## src/rtl/id_stage_pkg.sv

```systemverilog
// Shared widths, instruction field positions and write-request type for the ID stage.
// Optional feature macro used by the design: ID_BYPASS_EN (write-through forwarding).
package id_stage_pkg;

    localparam int DATA_W     = 16;
    localparam int REG_N      = 8;
    localparam int REG_ADDR_W = 3;
    localparam int IMM_W      = 6;

    // Instruction field positions (16-bit instruction word)
    localparam int RS_MSB    = 11;
    localparam int RS_LSB    = 9;
    localparam int RT_MSB    = 8;
    localparam int RT_LSB    = 6;
    localparam int RD_MSB    = 5;
    localparam int RD_LSB    = 3;
    localparam int FUNCT_MSB = 2;
    localparam int FUNCT_LSB = 0;
    localparam int IMM_MSB   = 5;
    localparam int IMM_LSB   = 0;

    typedef enum logic {
        DST_RT = 1'b0,
        DST_RD = 1'b1
    } reg_dst_e;

    typedef struct packed {
        logic                  we;
        logic [REG_ADDR_W-1:0] addr;
        logic [DATA_W-1:0]     data;
    } wr_req_t;

    function automatic logic [DATA_W-1:0] sign_extend(input logic [IMM_W-1:0] imm);
        return {{(DATA_W-IMM_W){imm[IMM_W-1]}}, imm};
    endfunction

endpackage

```

## src/rtl/id_regfile.sv

```systemverilog
// 8x16 register file: synchronous active-low reset, one write port, two async read ports.
// r0 reads as zero and ignores writes; ID_BYPASS_EN adds same-cycle write-through forwarding.
module id_regfile
    import id_stage_pkg::*;
(
    input  logic                  i_clk,
    input  logic                  i_rst_n,
    input  wr_req_t               i_wr,
    input  logic [REG_ADDR_W-1:0] i_raddr1,
    input  logic [REG_ADDR_W-1:0] i_raddr2,
    output logic [DATA_W-1:0]     o_rdata1,
    output logic [DATA_W-1:0]     o_rdata2
);

    logic [DATA_W-1:0] r_regs [0:REG_N-1];
    logic              w_wr_hit;
    logic              w_fwd1;
    logic              w_fwd2;
    logic [DATA_W-1:0] w_stored1;
    logic [DATA_W-1:0] w_stored2;

    // Address 0 is never written, so a write there cannot disturb anything.
    assign w_wr_hit = i_wr.we && (i_wr.addr != '0);

    always_ff @(posedge i_clk) begin
        if (!i_rst_n) begin
            for (int i = 0; i < REG_N; i++) begin
                r_regs[i] <= '0;
            end
        end else if (w_wr_hit) begin
            r_regs[i_wr.addr] <= i_wr.data;
        end
    end

    assign w_stored1 = (i_raddr1 == '0) ? '0 : r_regs[i_raddr1];
    assign w_stored2 = (i_raddr2 == '0) ? '0 : r_regs[i_raddr2];

`ifdef ID_BYPASS_EN
    // Forward only writes that will actually land at the coming edge.
    assign w_fwd1 = w_wr_hit && i_rst_n && (i_wr.addr == i_raddr1);
    assign w_fwd2 = w_wr_hit && i_rst_n && (i_wr.addr == i_raddr2);
`else
    assign w_fwd1 = 1'b0;
    assign w_fwd2 = 1'b0;
`endif

    assign o_rdata1 = w_fwd1 ? i_wr.data : w_stored1;
    assign o_rdata2 = w_fwd2 ? i_wr.data : w_stored2;

endmodule

```

## src/rtl/id_stage.sv

```systemverilog
// Instruction-decode stage: register file, RegDst write-address mux and immediate sign extender.
// Build option: define ID_BYPASS_EN for same-cycle write-through forwarding on both read ports.
module id_stage
    import id_stage_pkg::*;
(
    input  logic                  clock,
    input  logic                  reset_n,
    input  logic [REG_ADDR_W-1:0] rs,
    input  logic [REG_ADDR_W-1:0] rt,
    input  logic [REG_ADDR_W-1:0] rd,
    input  logic [2:0]            funct,
    input  logic [IMM_W-1:0]      signalToExtend,
    input  logic [DATA_W-1:0]     dataToWrite,
    input  logic                  RegWrite,
    input  logic                  RegDst,
    output logic [DATA_W-1:0]     readData1,
    output logic [DATA_W-1:0]     readData2,
    output logic [DATA_W-1:0]     extendedSignal
);

    wr_req_t w_wr;
    logic    w_unused_funct;

    // funct travels with the instruction to EX; nothing here decodes it.
    assign w_unused_funct = ^funct;

    always_comb begin
        w_wr      = '0;
        w_wr.we   = RegWrite;
        w_wr.addr = (reg_dst_e'(RegDst) == DST_RD) ? rd : rt;
        w_wr.data = dataToWrite;
    end

    id_regfile u_regfile (
        .i_clk    (clock),
        .i_rst_n  (reset_n),
        .i_wr     (w_wr),
        .i_raddr1 (rs),
        .i_raddr2 (rt),
        .o_rdata1 (readData1),
        .o_rdata2 (readData2)
    );

    assign extendedSignal = sign_extend(signalToExtend);

endmodule

```

## config.mk

```make
export PLATFORM = sky130hd
export DESIGN_NAME = id_stage
export DESIGN_NICKNAME = d
export VERILOG_FILES = /design/src/rtl/id_stage_pkg.sv /design/src/rtl/id_regfile.sv /design/src/rtl/id_stage.sv
export SDC_FILE = /design/constraint.sdc
export NUM_CORES = 1
export LEC_CHECK = 0
export ABC_AREA = 1
export CAP_MARGIN = 5
export CORE_UTILIZATION = 50
export CTS_BUF_LIST = sky130_fd_sc_hd__clkbuf_4 sky130_fd_sc_hd__clkbuf_8
export CTS_CLUSTER_SIZE = 14
export DETAILED_ROUTE_END_ITERATION = 10
export GPL_ROUTABILITY_DRIVEN = 0
export PLACE_DENSITY = 0.72
export SLEW_MARGIN = 20
export SYNTH_ARGS = -nofsm -noshare
export SYNTH_HDL_FRONTEND = slang
export SYNTH_SLANG_ARGS = --single-unit
export TNS_END_PERCENT = 1
```

## constraint.sdc

```tcl
create_clock -name clock -period 3.8 [get_ports clock]
set_input_delay 0.76 -clock clock [delete_from_list [all_inputs] [get_ports clock]]
set_output_delay 0.76 -clock clock [all_outputs]
set_load 0.01 [all_outputs]
```

==> flow_summary.html, run 1 <==
<table>
<tr><th>Metric</th><th>Value</th></tr>
<tr><th colspan="2">Placed design</th></tr>
<tr><td>Count of port buffers added during placement</td><td>60</td></tr>
<tr><td>Post-detailed-placement cell area</td><td>8356 um^2</td></tr>
<tr><td>Number of placed instances with taps included</td><td>roughly 1200</td></tr>
<tr><td>HPWL after detailed placement</td><td>13.39 mm</td></tr>
<tr><th colspan="2">Synthesis</th></tr>
<tr><td>Mapped Area</td><td>between 7000 and 8000 um^2</td></tr>
<tr><td>Portion of the post-synthesis area used by sequential elements</td><td>50.24%</td></tr>
<tr><td>EDFF count, synth</td><td>around 130</td></tr>
<tr><td>Top cell types by occurrence after synthesis</td><td>321 x nand2_1, 150 x inv_1, 148 x nor2_1</td></tr>
<tr><td>Yosys warns</td><td>0</td></tr>
<tr><td>Synth area leaders</td><td>edfxtp_1 50%, nand2_1 16%, inv_1 7.4%</td></tr>
<tr><td>Adder and majority gate portion of the synthesized area</td><td>0%</td></tr>
<tr><td>Prevailing post-synth register cell</td><td>edfxtp_1</td></tr>
<tr><td>Share of flip-flops with an asynchronous set or reset</td><td>0%</td></tr>
<tr><td>Number of flip-flops and latches in the synthesized netlist</td><td>128</td></tr>
<tr><td>Number of cells produced by synthesis</td><td>approximately 1000</td></tr>
<tr><td>Largest family of logic cells by synthesized area</td><td>simple AND/OR/NAND/NOR gates</td></tr>
<tr><td>Compound-cell area share of the yosys netlist</td><td>5.119%</td></tr>
<tr><td>Post-Synth XOR/XNOR Area</td><td>0%</td></tr>
<tr><td>Cell type with the largest total area after synthesis</td><td>edfxtp_1</td></tr>
<tr><td>Dominant cell by count in the synthesized netlist</td><td>nand2_1</td></tr>
<tr><td>Multiplexer share of the synthesized area</td><td>0%</td></tr>
<tr><td>Syn_area_per_cell</td><td>7.690 um^2</td></tr>
<tr><td>Proportion of netlist area held by the largest area contributor</td><td>50.24%</td></tr>
<tr><td>Simple-Gate Fraction of Synth Area</td><td>31.58%</td></tr>
<tr><td>Netlist cell types</td><td>21</td></tr>
<tr><th colspan="2">Worst setup path</th></tr>
<tr><td>Slowest cell on the critical path</td><td>clkdlybuf4s50_1</td></tr>
<tr><td>CP Data Arrival Time</td><td>2660 ps</td></tr>
<tr><td>Crit Path Max Fanout</td><td>9</td></tr>
<tr><td>Crit. End Element</td><td>primary output</td></tr>
<tr><td>Worst setup path startpoint</td><td>rt[1]</td></tr>
<tr><td>CP Data Required Time</td><td>just over 3000 ps</td></tr>
<tr><td>CP Launch Type</td><td>input pin</td></tr>
<tr><td>Cells along the critical path</td><td>clkdlybuf4s50_1 &gt; inv_1 &gt; buf_4 &gt; nand3_1 &gt; nand2_1 &gt; nor2_1 &gt; nor2_1 &gt; clkdlybuf4s50_1</td></tr>
<tr><td>Delay-heaviest family, CP</td><td>buffers and inverters</td></tr>
<tr><td>CP peak stage delay</td><td>570 ps</td></tr>
<tr><td>Critical path class</td><td>input pin to primary output</td></tr>
<tr><td>Count of buffer and inverter cells on the critical path</td><td>4</td></tr>
<tr><th colspan="2">CTS</th></tr>
<tr><td>TritonCTS buffer count</td><td>17</td></tr>
<tr><td>Count of hold buffers inserted by post-cts repair</td><td>0</td></tr>
<tr><td>Post-CTS repair timing setup buffer count</td><td>0</td></tr>
<tr><td>Master cell of the clock root buffer</td><td>clkbuf_8</td></tr>
<tr><td>Deepest clock path buffer count</td><td>2</td></tr>
<tr><td>Clock slew at reported path FFs</td><td>about 80 ps</td></tr>
<tr><td>CTS Sinks</td><td>128</td></tr>
<tr><td>Clock tree from TritonCTS</td><td>yes</td></tr>
<tr><td>H-tree depth</td><td>4</td></tr>
<tr><td>Post-cts repair resize count</td><td>0</td></tr>
<tr><th colspan="2">Layout</th></tr>
<tr><td>Inserted Diodes</td><td>0</td></tr>
<tr><td>Number of flip-flops in the largest register</td><td>128</td></tr>
<tr><td>Layout cell share with drive strength beyond 1</td><td>under 10%</td></tr>
<tr><td>Final non-filler cell area</td><td>8802 um^2</td></tr>
<tr><td>Top flop regs</td><td>u_regfile.r_regs: 128 flops</td></tr>
<tr><td>Final cell count without fillers</td><td>about 1200</td></tr>
<tr><td>Total area of sequential cells</td><td>a little under 4000 um^2</td></tr>
<tr><td>Nets</td><td>approximately 1100</td></tr>
<tr><td>Syn-to-layout area delta</td><td>15.04%</td></tr>
<tr><td>Area of the multi-input gates</td><td>between 2000 and 3000 um^2</td></tr>
<tr><td>Reg with most FFs</td><td>u_regfile.r_regs</td></tr>
<tr><td>Number of fill cells</td><td>1316</td></tr>
<tr><th colspan="2">Timing</th></tr>
<tr><td>Setup repair after global routing missed its margin</td><td>no</td></tr>
<tr><td>Minimum period implied by the final worst setup slack</td><td>between 3000 and 4000 ps</td></tr>
<tr><td>Final hold violation count</td><td>0</td></tr>
<tr><td>Setup TNS Final</td><td>0 ps</td></tr>
<tr><td>Actual transition at the worst max-transition pin</td><td>between 700 and 800 ps</td></tr>
<tr><td>Max_slew headroom</td><td>50.02%</td></tr>
<tr><td>Final count of pins violating max slew</td><td>0</td></tr>
<tr><td>Number of failing setup endpoints in the final timing report</td><td>0</td></tr>
<tr><td>Maximum clock frequency</td><td>slightly below 300 MHz</td></tr>
<tr><td>Worst hold slack</td><td>1138 ps</td></tr>
<tr><td>Share of the cycle needed by the critical path after routing</td><td>about 90%</td></tr>
<tr><th colspan="2">GRT</th></tr>
<tr><td>Number of global-route vias before repair</td><td>5973</td></tr>
<tr><td>Largest net degree at the start of global routing</td><td>41</td></tr>
<tr><td>First-pass GRT wire length</td><td>32.44 mm</td></tr>
<tr><td>Combined global-route utilization of all metal layers</td><td>27.15%</td></tr>
<tr><td>Number of antenna violations at the first check in global routing</td><td>0</td></tr>
<tr><td>Overflow left after global routing</td><td>0</td></tr>
<tr><th colspan="2">Worst hold path</th></tr>
<tr><td>Number of stages on the worst hold path</td><td>3</td></tr>
<tr><td>Worst-case hold path end point</td><td>u_regfile.r_regs[4][13]</td></tr>
<tr><td>Worst Min Path Start</td><td>dataToWrite[13]</td></tr>
<tr><td>Kind of path behind the tightest hold check</td><td>input pin to register</td></tr>
<tr><th colspan="2">Floorplan</th></tr>
<tr><td>Core Footprint</td><td>14750 um^2</td></tr>
<tr><td>Starting density of the core</td><td>about half</td></tr>
<tr><td>Floorplan die area</td><td>15800 um^2</td></tr>
<tr><td>I/O pin count</td><td>86</td></tr>
<tr><td>Die extent in x</td><td>125.7 um</td></tr>
<tr><td>Std-Cell Rows</td><td>44</td></tr>
<tr><td>Floorplan die height</td><td>125.7 um</td></tr>
<tr><th colspan="2">Route</th></tr>
<tr><td>First drt pass iteration count</td><td>6</td></tr>
<tr><td>Antenna Nets Post-Route</td><td>0</td></tr>
<tr><td>Total number of vias</td><td>6510</td></tr>
<tr><td>Detailed router's first-iteration violation count</td><td>826</td></tr>
<tr><td>DRC violations left</td><td>0</td></tr>
<tr><td>Drt total wl</td><td>between 20 and 25 mm</td></tr>
<tr><td>WL/cell</td><td>16.62 um</td></tr>
<tr><td>DR vias/cell</td><td>5.242</td></tr>
<tr><th colspan="2">Power</th></tr>
<tr><td>Maximum ir drop on the vdd rail</td><td>0.2266 mV</td></tr>
<tr><td>Power per Cell Area</td><td>414.0 nW/um^2</td></tr>
<tr><td>Leakage Power</td><td>4.225 nW</td></tr>
<tr><th colspan="2">Flow run</th></tr>
<tr><td>Number of violations of the max-capacitance limit</td><td>0</td></tr>
<tr><th colspan="2">Status</th></tr>
<tr><td>Result of the run</td><td>finished, final reports clean</td></tr>
</table>
[power by group]
group	internal [mW]	switching (mW)	total, mW
clock	0.795	0.532	1.33
sequential	1.65	0.0336	1.69
combinational	0.234	0.396	0.630
total	2.68	0.962	3.64
[kinds of logic (layout without fill, tap and decap cells)]
logic type      count (synthesis)  after routing
flops                         128            128
buf+inv                       227            275
compound gates                 52             52
simple gates                  587            587
other cells                     1             16
[through the flow]
stage                     power (mW)  utilization, %  setup slack [ps]
final                          3.644           59.66             384.0
after floorplan                2.100               -              1386
after CTS                      3.649           59.66             402.2
after detailed placement       2.337           56.63             404.4
after global routing           3.784           59.66             309.0
after global placement         2.326           56.63             413.2
[placed cells by master, fill, tap and decap left out, drive strengths merged]
cell type	synthesis	final
inv	154	154
a21oi	1	1
buf	52	31
clkbuf	21	20
clkdlybuf4s50	0	58
o211ai	48	48
clkinv	0	4
nand2	327	327
o21ai	3	3
conb	1	16
bufinv	0	5
and2b	1	1
clkinvlp	0	3
nor2	158	158
edfxtp	128	128
nand3	101	101
[worst max path at each step]
stage / end / slack (ps) / cells past startpoint
6_report: readData2[10] / 380 / 8
3_3_place_gp: readData2[10] / 410 / 8
3_5_place_dp: readData2[10] / 400 / 8
2_1_floorplan: readData1[10] / 1390 / 7
4_1_cts: readData2[10] / 400 / 8
5_1_grt: readData1[5] / 310 / 8
[final cells by class]
class | instances | share of cell area, %
clock buffers | 20 | 2.914
multi-input cells | 655 | 32.58
repair buffers | 89 | 9.495
inverters | 154 | 6.567
well taps | 184 | 2.615
flip-flops and latches | 128 | 43.67
clock inverters | 12 | 2.161
[metal layers]
layer / global-route usage [%] / part of all wire, %
met5: 0 / 0
met4: 9.397 / 1.7
met3: 4.885 / 10
met2: 42.06 / 46
met1: 38.46 / 42
[worst min-delay path, stage by stage]
cell,delay (ps)
clkdlybuf4s50_1,450
inv_1,130
nor2_1,120
(Power assumes the default switching activity.)
==> run 2, diff against run 1 <==
--- a/config.mk
+++ b/config.mk
@@ -7,6 +7,7 @@
 export LEC_CHECK = 0
 export ABC_AREA = 1
 export CAP_MARGIN = 5
+export CORE_ASPECT_RATIO = 0.8
 export CORE_UTILIZATION = 50
 export CTS_BUF_LIST = sky130_fd_sc_hd__clkbuf_4 sky130_fd_sc_hd__clkbuf_8
 export CTS_CLUSTER_SIZE = 14
==> flow_summary.html, run 2 (synthesis results as in run 1) <==
<table>
<tr><th>Metric</th><th>Value</th></tr>
<tr><th colspan="2">GRT</th></tr>
<tr><td>Largest net degree at the start of global routing</td><td>53</td></tr>
<tr><td>Number of global-route vias before repair</td><td>6044</td></tr>
<tr><td>Overflow left after global routing</td><td>0</td></tr>
<tr><td>Number of antenna violations at the first check in global routing</td><td>0</td></tr>
<tr><td>Combined global-route utilization of all metal layers</td><td>28.48%</td></tr>
<tr><td>First-pass GRT wire length</td><td>roughly 33 mm</td></tr>
<tr><th colspan="2">CTS</th></tr>
<tr><td>Count of hold buffers inserted by post-cts repair</td><td>0</td></tr>
<tr><td>H-tree depth</td><td>4</td></tr>
<tr><td>TritonCTS buffer count</td><td>17</td></tr>
<tr><td>Master cell of the clock root buffer</td><td>clkbuf_8</td></tr>
<tr><td>Post-CTS repair timing setup buffer count</td><td>0</td></tr>
<tr><td>CTS Sinks</td><td>128</td></tr>
<tr><td>Clock slew at reported path FFs</td><td>around 70 ps</td></tr>
<tr><td>Clock tree from TritonCTS</td><td>yes</td></tr>
<tr><td>Post-cts repair resize count</td><td>0</td></tr>
<tr><td>Deepest clock path buffer count</td><td>2</td></tr>
<tr><th colspan="2">Timing</th></tr>
<tr><td>Final hold violation count</td><td>0</td></tr>
<tr><td>Maximum clock frequency</td><td>roughly 280 MHz</td></tr>
<tr><td>Minimum period implied by the final worst setup slack</td><td>3588 ps</td></tr>
<tr><td>Number of failing setup endpoints in the final timing report</td><td>0</td></tr>
<tr><td>Share of the cycle needed by the critical path after routing</td><td>a little over nine tenths</td></tr>
<tr><td>Final count of pins violating max slew</td><td>0</td></tr>
<tr><td>Actual transition at the worst max-transition pin</td><td>895.0 ps</td></tr>
<tr><td>Max_slew headroom</td><td>roughly 40%</td></tr>
<tr><td>Setup repair after global routing missed its margin</td><td>no</td></tr>
<tr><td>Setup TNS Final</td><td>0 ps</td></tr>
<tr><th colspan="2">Route</th></tr>
<tr><td>Detailed router's first-iteration violation count</td><td>763</td></tr>
<tr><td>DRC violations left</td><td>0</td></tr>
<tr><td>DR vias/cell</td><td>roughly 5.2</td></tr>
<tr><td>First drt pass iteration count</td><td>9</td></tr>
<tr><td>Total number of vias</td><td>6477</td></tr>
<tr><td>Drt total wl</td><td>approximately 21 mm</td></tr>
<tr><td>WL/cell</td><td>~17 um</td></tr>
<tr><td>Antenna Nets Post-Route</td><td>0</td></tr>
<tr><th colspan="2">Layout</th></tr>
<tr><td>Top flop regs</td><td>u_regfile.r_regs: 128 flops</td></tr>
<tr><td>Nets</td><td>1081</td></tr>
<tr><td>Number of flip-flops in the largest register</td><td>128</td></tr>
<tr><td>Inserted Diodes</td><td>0</td></tr>
<tr><td>Reg with most FFs</td><td>u_regfile.r_regs</td></tr>
<tr><td>Most common cell after layout, fill and taps aside</td><td>nand2_1</td></tr>
<tr><td>Most used cells in the layout excluding fill and tap cells</td><td>321 x nand2_1, 150 x inv_1, 148 x nor2_1</td></tr>
<tr><td>Layout cell share with drive strength beyond 1</td><td>roughly 7.5%</td></tr>
<tr><td>Core Util, Final</td><td>between 50 and 60%</td></tr>
<tr><td>Syn-to-layout area delta</td><td>14.52%</td></tr>
<tr><th colspan="2">Placed design</th></tr>
<tr><td>Count of port buffers added during placement</td><td>60</td></tr>
<tr><td>HPWL after detailed placement</td><td>~13 mm</td></tr>
<tr><th colspan="2">Worst hold path</th></tr>
<tr><td>Worst Min Path Start</td><td>dataToWrite[12]</td></tr>
<tr><td>Number of stages on the worst hold path</td><td>3</td></tr>
<tr><td>Worst-case hold path end point</td><td>u_regfile.r_regs[3][12]</td></tr>
<tr><td>Kind of path behind the tightest hold check</td><td>input pin to register</td></tr>
<tr><th colspan="2">Power</th></tr>
<tr><td>Power per Cell Area</td><td>389.7 nW/um^2</td></tr>
<tr><td>Maximum ir drop on the vdd rail</td><td>between 0.2 and 0.25 mV</td></tr>
<tr><td>Leakage Power</td><td>4.202 nW</td></tr>
<tr><th colspan="2">Worst setup path</th></tr>
<tr><td>CP Data Arrival Time</td><td>2830 ps</td></tr>
<tr><td>Critical path class</td><td>input pin to primary output</td></tr>
<tr><td>CP Data Required Time</td><td>3040 ps</td></tr>
<tr><td>CP Launch Type</td><td>input pin</td></tr>
<tr><td>Crit. End Element</td><td>primary output</td></tr>
<tr><td>Crit Path Max Fanout</td><td>23</td></tr>
<tr><td>Worst setup path startpoint</td><td>rs[1]</td></tr>
<tr><th colspan="2">Floorplan</th></tr>
<tr><td>Floorplan die area</td><td>15800 um^2</td></tr>
<tr><td>Core Footprint</td><td>14960 um^2</td></tr>
<tr><td>Starting density of the core</td><td>between 50% and 60%</td></tr>
<tr><td>I/O pin count</td><td>between 80 and 90</td></tr>
<tr><td>Die extent in x</td><td>140.3 um</td></tr>
<tr><td>Std-Cell Rows</td><td>40</td></tr>
<tr><td>Floorplan die height</td><td>112.6 um</td></tr>
<tr><th colspan="2">Status</th></tr>
<tr><td>Result of the run</td><td>finished, final reports clean</td></tr>
<tr><th colspan="2">Flow run</th></tr>
<tr><td>Number of violations of the max-capacitance limit</td><td>0</td></tr>
</table>
-- run 2: cell count changes in the layout (fill, tap and decap cells not counted) --
cell | previous run | this run
buf_12 | 2 | 7
buf_4 | 28 | 21
bufinv_16 | 5 | 2
clkinv_1 | 2 | 5
clkinvlp_4 | 3 | 1
-- run 2: critical path, stage by stage --
cell and delay [ps]:
clkdlybuf4s50_1 610, inv_1 130, buf_12 180, a21oi_1 140, buf_4 270, nand2_1 90
nand2_1 90, clkdlybuf4s50_1 530
-- run 2: per-layer routing --
| layer | up-vias | GRT usage (%) | share of wire [%] |
|---|---|---|---|
| li1 | 3184 | - | - |
| met1 | 2934 | 40.69 | 42 |
| met2 | 336 | 43.47 | 46 |
| met5 | - | 0 | 0 |
| met4 | 0 | 8.571 | 1.1 |
| met3 | 23 | 6.186 | 11 |
-- run 2: layout make-up --
| cell class | count | area (um^2) |
|---|---|---|
| flip-flops and latches | 128 | 3844 |
| repair buffers | 87 | 883.3 |
| multi-input cells | 655 | 2868 |
| well taps | 189 | 236.5 |
| inverters | 154 | 578.1 |
| clock inverters | 10 | 96.34 |
| clock buffers | 20 | 256.5 |
| fillers | 1348 | 6202 |
-- run 2: report_power, final --
part,internal [mW],switching (mW)
combinational,0.240,0.393
sequential,1.65,0.0336
clock,0.582,0.513
-- run 2: worst max-delay path by stage --
| stage | endpoint | depth (start not counted) |
|---|---|---|
| after floorplan | readData1[10] | 7 |
| final | readData1[8] | 8 |
| after CTS | readData1[8] | 8 |
| after global routing | readData1[8] | 8 |
| after detailed placement | readData2[12] | 7 |
| after global placement | readData1[11] | 8 |
-- run 2: per-stage QoR --
step	hold WS, ps	setup WS (ps)	std cells	total power, mW	area, um^2
2_1_floorplan	1037	1386	1010	2.100	7707
3_3_place_gp	1520	281.3	1213	2.332	8409
3_5_place_dp	1520	251.4	1213	2.344	8409
4_1_cts	1065	243.7	1243	3.411	8762
5_1_grt	1077	156.3	1243	3.555	8762
6_report	1091	211.9	1243	3.415	8762
==> run 3, diff against run 2 <==
--- a/config.mk
+++ b/config.mk
@@ -18,4 +18,4 @@
 export SYNTH_ARGS = -nofsm -noshare
 export SYNTH_HDL_FRONTEND = slang
 export SYNTH_SLANG_ARGS = --single-unit
-export TNS_END_PERCENT = 1
+export TNS_END_PERCENT = 5
==> results of run 3 <==
The final DEF is identical to that of run 2; final timing and power are the same.
